### src/rtl/count_seq_pkg.sv
// +----------------------------------------------------------------------------+
// | Module   : count_seq_pkg                                                   |
// | Purpose  : Shared state encoding and default sizing for count_sequencer.   |
// | Revision : 1.0 - initial release                                           |
// +----------------------------------------------------------------------------+
`default_nettype none

package count_seq_pkg;

    localparam int DEF_WIDTH = 4;
    localparam int DEF_INIT  = 0;

    localparam logic [1:0] S_IDLE  = 2'd0;
    localparam logic [1:0] S_RUN   = 2'd1;
    localparam logic [1:0] S_PAUSE = 2'd2;
    localparam logic [1:0] S_DONE  = 2'd3;

endpackage

`default_nettype wire

### src/rtl/count_core.sv
// +----------------------------------------------------------------------------+
// | Module   : count_core                                                      |
// | Purpose  : Loadable up-counter with enable; load has priority over enable. |
// | Revision : 1.0 - initial release                                           |
// +----------------------------------------------------------------------------+
`default_nettype none

module count_core
    import count_seq_pkg::*;
#(
    parameter int WIDTH = DEF_WIDTH
) (
    input  logic             clk,
    input  logic             rst,
    input  logic             load,
    input  logic [WIDTH-1:0] load_val,
    input  logic             en,
    output logic [WIDTH-1:0] q
);

    logic [WIDTH-1:0] cnt_q;
    logic [WIDTH-1:0] cnt_d;

    always_comb begin
        cnt_d = cnt_q;
        if (load) begin
            cnt_d = load_val;
        end else if (en) begin
            cnt_d = cnt_q + WIDTH'(1);
        end
    end

    always_ff @(posedge clk or negedge rst) begin
        if (!rst) begin
            cnt_q <= '0;
        end else begin
            cnt_q <= cnt_d;
        end
    end

    assign q = cnt_q;

endmodule

`default_nettype wire

### src/rtl/count_sequencer.sv
// +----------------------------------------------------------------------------+
// | Module   : count_sequencer                                                 |
// | Purpose  : Start/pause/abort controlled count window around count_core.    |
// |            COUNT_SEQ_AUTO_RELOAD_EN: DONE restarts the run instead of idling|
// | Revision : 1.0 - initial release                                           |
// +----------------------------------------------------------------------------+
`default_nettype none

module count_sequencer
    import count_seq_pkg::*;
#(
    parameter int WIDTH = DEF_WIDTH,
    parameter int INIT  = DEF_INIT
) (
    input  logic             clk,
    input  logic             rst,
    input  logic             start,
    input  logic [WIDTH-1:0] limit,
    input  logic             pause,
    input  logic             abort,
    output logic [WIDTH-1:0] q,
    output logic             busy,
    output logic             done
);

    localparam logic [WIDTH-1:0] INIT_V = WIDTH'(INIT);

    logic [1:0]       state_q, state_d;
    logic [WIDTH-1:0] lim_q, lim_d;
    logic             busy_q, busy_d;
    logic             done_q, done_d;

    logic             core_load;
    logic [WIDTH-1:0] core_load_val;
    logic             core_en;

    always_comb begin
        state_d       = state_q;
        lim_d         = lim_q;
        core_load     = 1'b0;
        core_load_val = INIT_V;
        core_en       = 1'b0;

        if (abort) begin
            // An idle abort also swallows a coincident start.
            if (state_q != S_IDLE) begin
                state_d       = S_IDLE;
                core_load     = 1'b1;
                core_load_val = '0;
            end
        end else begin
            case (state_q)
                S_IDLE: begin
                    if (start) begin
                        lim_d     = limit;
                        core_load = 1'b1;
                        state_d   = (limit == INIT_V) ? S_DONE : S_RUN;
                    end
                end
                S_RUN, S_PAUSE: begin
                    // Terminal value is held for one cycle before DONE, so done trails q==lim.
                    if (pause) begin
                        state_d = S_PAUSE;
                    end else if (q == lim_q) begin
                        state_d = S_DONE;
                    end else begin
                        core_en = 1'b1;
                        state_d = S_RUN;
                    end
                end
                S_DONE: begin
`ifdef COUNT_SEQ_AUTO_RELOAD_EN
                    core_load = 1'b1;
                    state_d   = S_RUN;
`else
                    state_d   = S_IDLE;
`endif
                end
                default: begin
                    state_d = S_IDLE;
                end
            endcase
        end

`ifdef COUNT_SEQ_AUTO_RELOAD_EN
        busy_d = (state_d != S_IDLE);
`else
        busy_d = (state_d == S_RUN) || (state_d == S_PAUSE);
`endif
        done_d = (state_d == S_DONE);
    end

    always_ff @(posedge clk or negedge rst) begin
        if (!rst) begin
            state_q <= S_IDLE;
            lim_q   <= '0;
            busy_q  <= 1'b0;
            done_q  <= 1'b0;
        end else begin
            state_q <= state_d;
            lim_q   <= lim_d;
            busy_q  <= busy_d;
            done_q  <= done_d;
        end
    end

    count_core #(
        .WIDTH (WIDTH)
    ) u_core (
        .clk      (clk),
        .rst      (rst),
        .load     (core_load),
        .load_val (core_load_val),
        .en       (core_en),
        .q        (q)
    );

    assign busy = busy_q;
    assign done = done_q;

endmodule

`default_nettype wire
### config.mk
export PLATFORM = sky130hd
export DESIGN_NAME = count_sequencer
export DESIGN_NICKNAME = d
export VERILOG_FILES = /design/src/rtl/count_seq_pkg.sv /design/src/rtl/count_core.sv /design/src/rtl/count_sequencer.sv
export SDC_FILE = /design/constraint.sdc
export NUM_CORES = 1
export LEC_CHECK = 0
export CAP_MARGIN = 20
export CORE_MARGIN = 2
export CORE_UTILIZATION = 42
export CTS_BUF_LIST = sky130_fd_sc_hd__clkbuf_4 sky130_fd_sc_hd__clkbuf_8 sky130_fd_sc_hd__clkbuf_16
export CTS_CLUSTER_SIZE = 25
export DETAILED_ROUTE_END_ITERATION = 10
export PLACE_DENSITY = 0.69
export SLEW_MARGIN = 20
export SYNTH_ARGS = -nofsm -noshare
export SYNTH_HDL_FRONTEND = slang
export SYNTH_SLANG_ARGS = --single-unit
### constraint.sdc
create_clock -name clk -period 3.95 [get_ports clk]
set_input_delay 0.395 -clock clk [delete_from_list [all_inputs] [get_ports clk]]
set_output_delay 0.395 -clock clk [all_outputs]
set_load 0.02 [all_outputs]
==> impl_metrics.py <==
metrics = {
    "power_and_ir_drop": {
        "p_int_mw": 0.347,
        "p_seq_frac": 0.363,
        "p_sw_frac": 0.374,
        "leakage_nw": 0.366,
        "netSwitchingPower_mw": 0.207,
        "p_comb_frac": 0.461,
        "power_density_mw_per_mm2": 642,
        "clkPwrFrac": 0.176,
        "vdd_drop_max_v": 0.000298,
        "p_total_mw": 0.554,
    },
    "logic_synthesis": {
        "synth_edf_count": 0,
        "synthTopCellsByArea": "dfrtp_1 45%, ha_1 7.5%, mux2_2 6.8%",
        "ys_seq_area_frac": 0.450,
        "yosys.area_share.xor_xnor": 0.0769,
        "synthArstFlopShare": 1.00,
        "synth_top_flop_cell": "dfrtp_1",
        "syn_area_sq_um": 667,
        "synth_compound_area_frac": 0.169,
        "synth_cells": 58,
        "avgSynthCellArea_sq_um": 11.5,
        "yosysWarnings": 0,
        "synthAdderAreaFrac": 0.0750,
        "yosysTopAreaCellShare": 0.450,
        "yosysUniqueCellTypes": 23,
        "ys_ff_latch": 12,
        "yosysTopAreaCell": "dfrtp_1",
        "synthSimpleGateAreaFrac": 0.133,
        "muxShareOfSynthArea": 0.0675,
        "synth_nets": 71,
        "synth_top_family_by_area": "compound AO/OA/AOI/OAI gates",
    },
    "floorplanning": {
        "start_util": 0.448,
        "dieArea_sq_mm": 0.00192,
        "die_h_um": 43.8,
        "pin_count": 15,
        "core_area_sq_mm": 0.00149,
        "num_rows": 14,
        "fp.dieW_um": 43.8,
    },
    "cts": {
        "root_buffer": "clkbuf_4",
        "clk_latency_ns": 0.27,
        "cts.clk_slew.worst_paths_ns": 0.08,
        "tritoncts": "built",
        "numCtsBuffers": 3,
        "hold_buffers": 0,
        "ctsLongestPathBuffers": 2,
        "htree_levels": 1,
        "cts_sinks": 12,
        "post-cts-setup-buffer-count": 0,
        "cts.repair.resized": 0,
    },
    "sta": {
        "slew_headroom": 0.637,
        "finalClockSkew_ns": 0.000774,
        "setup_viol": 0,
        "fmax_ghz": 0.519,
        "grt_setup_unrepaired": "no",
        "finalCritPeriodShare": 0.488,
        "hold_viol": 0,
        "postLayoutSetupSlackWorst_ns": 2.02,
        "worst_slew_pin_slew_ns": 0.543,
        "setup_tns_ns": 0,
        "fin_crit_ns": 1.93,
        "hold_slack_ns": 0.476,
        "slew_violations": 0,
    },
    "global_route": {
        "grt_antenna_before_repair": 0,
        "grt_util_all_layers": 0.156,
        "grt_remaining_overflow": 0,
        "top_usage_layer": "met2",
        "grt.met1_usage": 0.214,
        "met2_usage": 0.238,
        "grt_pass1_wl_um": 2190,
        "grt_pass1_vias": 504,
        "grt_max_degree": 13,
        "met3_usage": 0.0292,
    },
    "cells_and_area": {
        "drive_above_1_share": 0.145,
        "layout_common_cells": "14 x clkdlybuf4s50_1, 12 x dfrtp_1, 6 x o21ai_0",
        "multi_input_area_sq_um": 348,
        "fillers": 129,
        "synthToLayoutAreaGrowth_pct": 29.5,
        "nets": 90,
        "layout_commonest_cell": "clkdlybuf4s50_1",
        "n_antenna_cell": 0,
        "seqCellArea_sq_um": 300,
    },
    "worst_setup_path": {
        "end_kind": "register",
        "start_kind": "input port",
        "cp_max_fo": 4,
        "ff2ff_setup_slack_ns": 2.16,
        "cp.arrival_ns": 2.08,
        "worstSetupPathType": "in2reg",
        "crit_required_ns": 4.11,
    },
    "placed_design": {
        "dp_slack_ns": 1.73,
        "io_buffers": 14,
        "routabilityCongestion": 0.771,
        "dpl.hpwl_um": 945,
    },
    "drt": {
        "drt-initial-drc-count": 16,
        "vias_per_cell": 5.37,
        "antenna_left": 0,
        "routed_wl_um": 1180,
        "routedWlPerCell_um": 12.9,
        "drc": 0,
        "drt_pass1_iterations": 4,
        "vias": 494,
    },
    "job": {
        "cap_violations": 0,
    },
    "hold_path": {
        "worstHoldPathType": "in2async",
    },
    "run_status": {
        "status": "complete, no violations",
    },
}
-- synth_stat cells (all sizes together), types with 2 or more instances --
master / n
dfrtp: 12
o41ai: 2
inv: 5
ha: 4
or3: 2
nand3: 3
xor2: 5
nand2: 2
o21ai: 6
a211oi: 2
mux2: 4
a21oi: 2
nor3b: 2
-- flip-flops by register name (all words and copies together), names as in the netlist --
register / flops
busy: 1
done: 1
u_core.q: 4
state_q: 2
lim_q: 4
-- cell families (layout without fill, tap and decap cells) --
family / Yosys count / count (layout)
buffers and inverters: 5 / 23
and+or+nand+nor: 13 / 13
xor gates and xnor gates: 5 / 5
AOI/OAI and AO/OA: 15 / 15
DFF: 12 / 12
adders and majority gates: 4 / 4
muxes: 4 / 4
-- path summary, 6_finish.rpt --
check,start,depth (start not counted),endpoint
hold / removal,rst,1,u_core.q[0]
setup / recovery,start,6,busy
max in group asynchronous,rst,1,lim_q[1]
hold reg to reg,lim_q[3],1,lim_q[3]
min in group clk,lim_q[3],1,lim_q[3]
setup reg to reg,u_core.q[0],5,busy
-- power groups by stage --
| stage | Clock [mW] | Combinational (mW) | Sequential (mW) |
|---|---|---|---|
| after floorplan | 0 | 0.174 | 0.213 |
| after global placement | 0 | 0.250 | 0.205 |
| after detailed placement | 0 | 0.261 | 0.203 |
| after CTS | 0.0994 | 0.260 | 0.202 |
| after global routing | 0.110 | 0.288 | 0.208 |
| final | 0.0974 | 0.255 | 0.201 |
-- metal layers --
| metal | routed length [um] | share of wire |
|---|---|---|
| met4 | 4 | 0.0034 |
| met2 | 538 | 0.45 |
| met1 | 578 | 0.49 |
| met3 | 63 | 0.053 |
| met5 | 0 | 0 |
-- worst max-delay path, stage by stage --
cell,delay (ns)
clkdlybuf4s50_1,0.53
or4b_1,0.46
o22ai_1,0.13
a22oi_1,0.10
o21ai_0,0.21
ha_1,0.26
-- metrics by stage --
stage | cells | instance area [sq um] | utilization
finish | 92 | 863 | 0.580
detailed placement | 88 | 827 | 0.555
global placement | 88 | 827 | 0.555
CTS | 92 | 863 | 0.580
global route | 92 | 863 | 0.580
floorplan | 58 | 667 | -
-- cell type report --
cell class,count,area share
well taps,16,0.0232
repair buffers,14,0.162
flip-flops and latches,12,0.348
clock buffers,4,0.0420
multi-input cells,41,0.403
inverters,5,0.0217
Note: power is estimated with default switching activity, not from simulation.
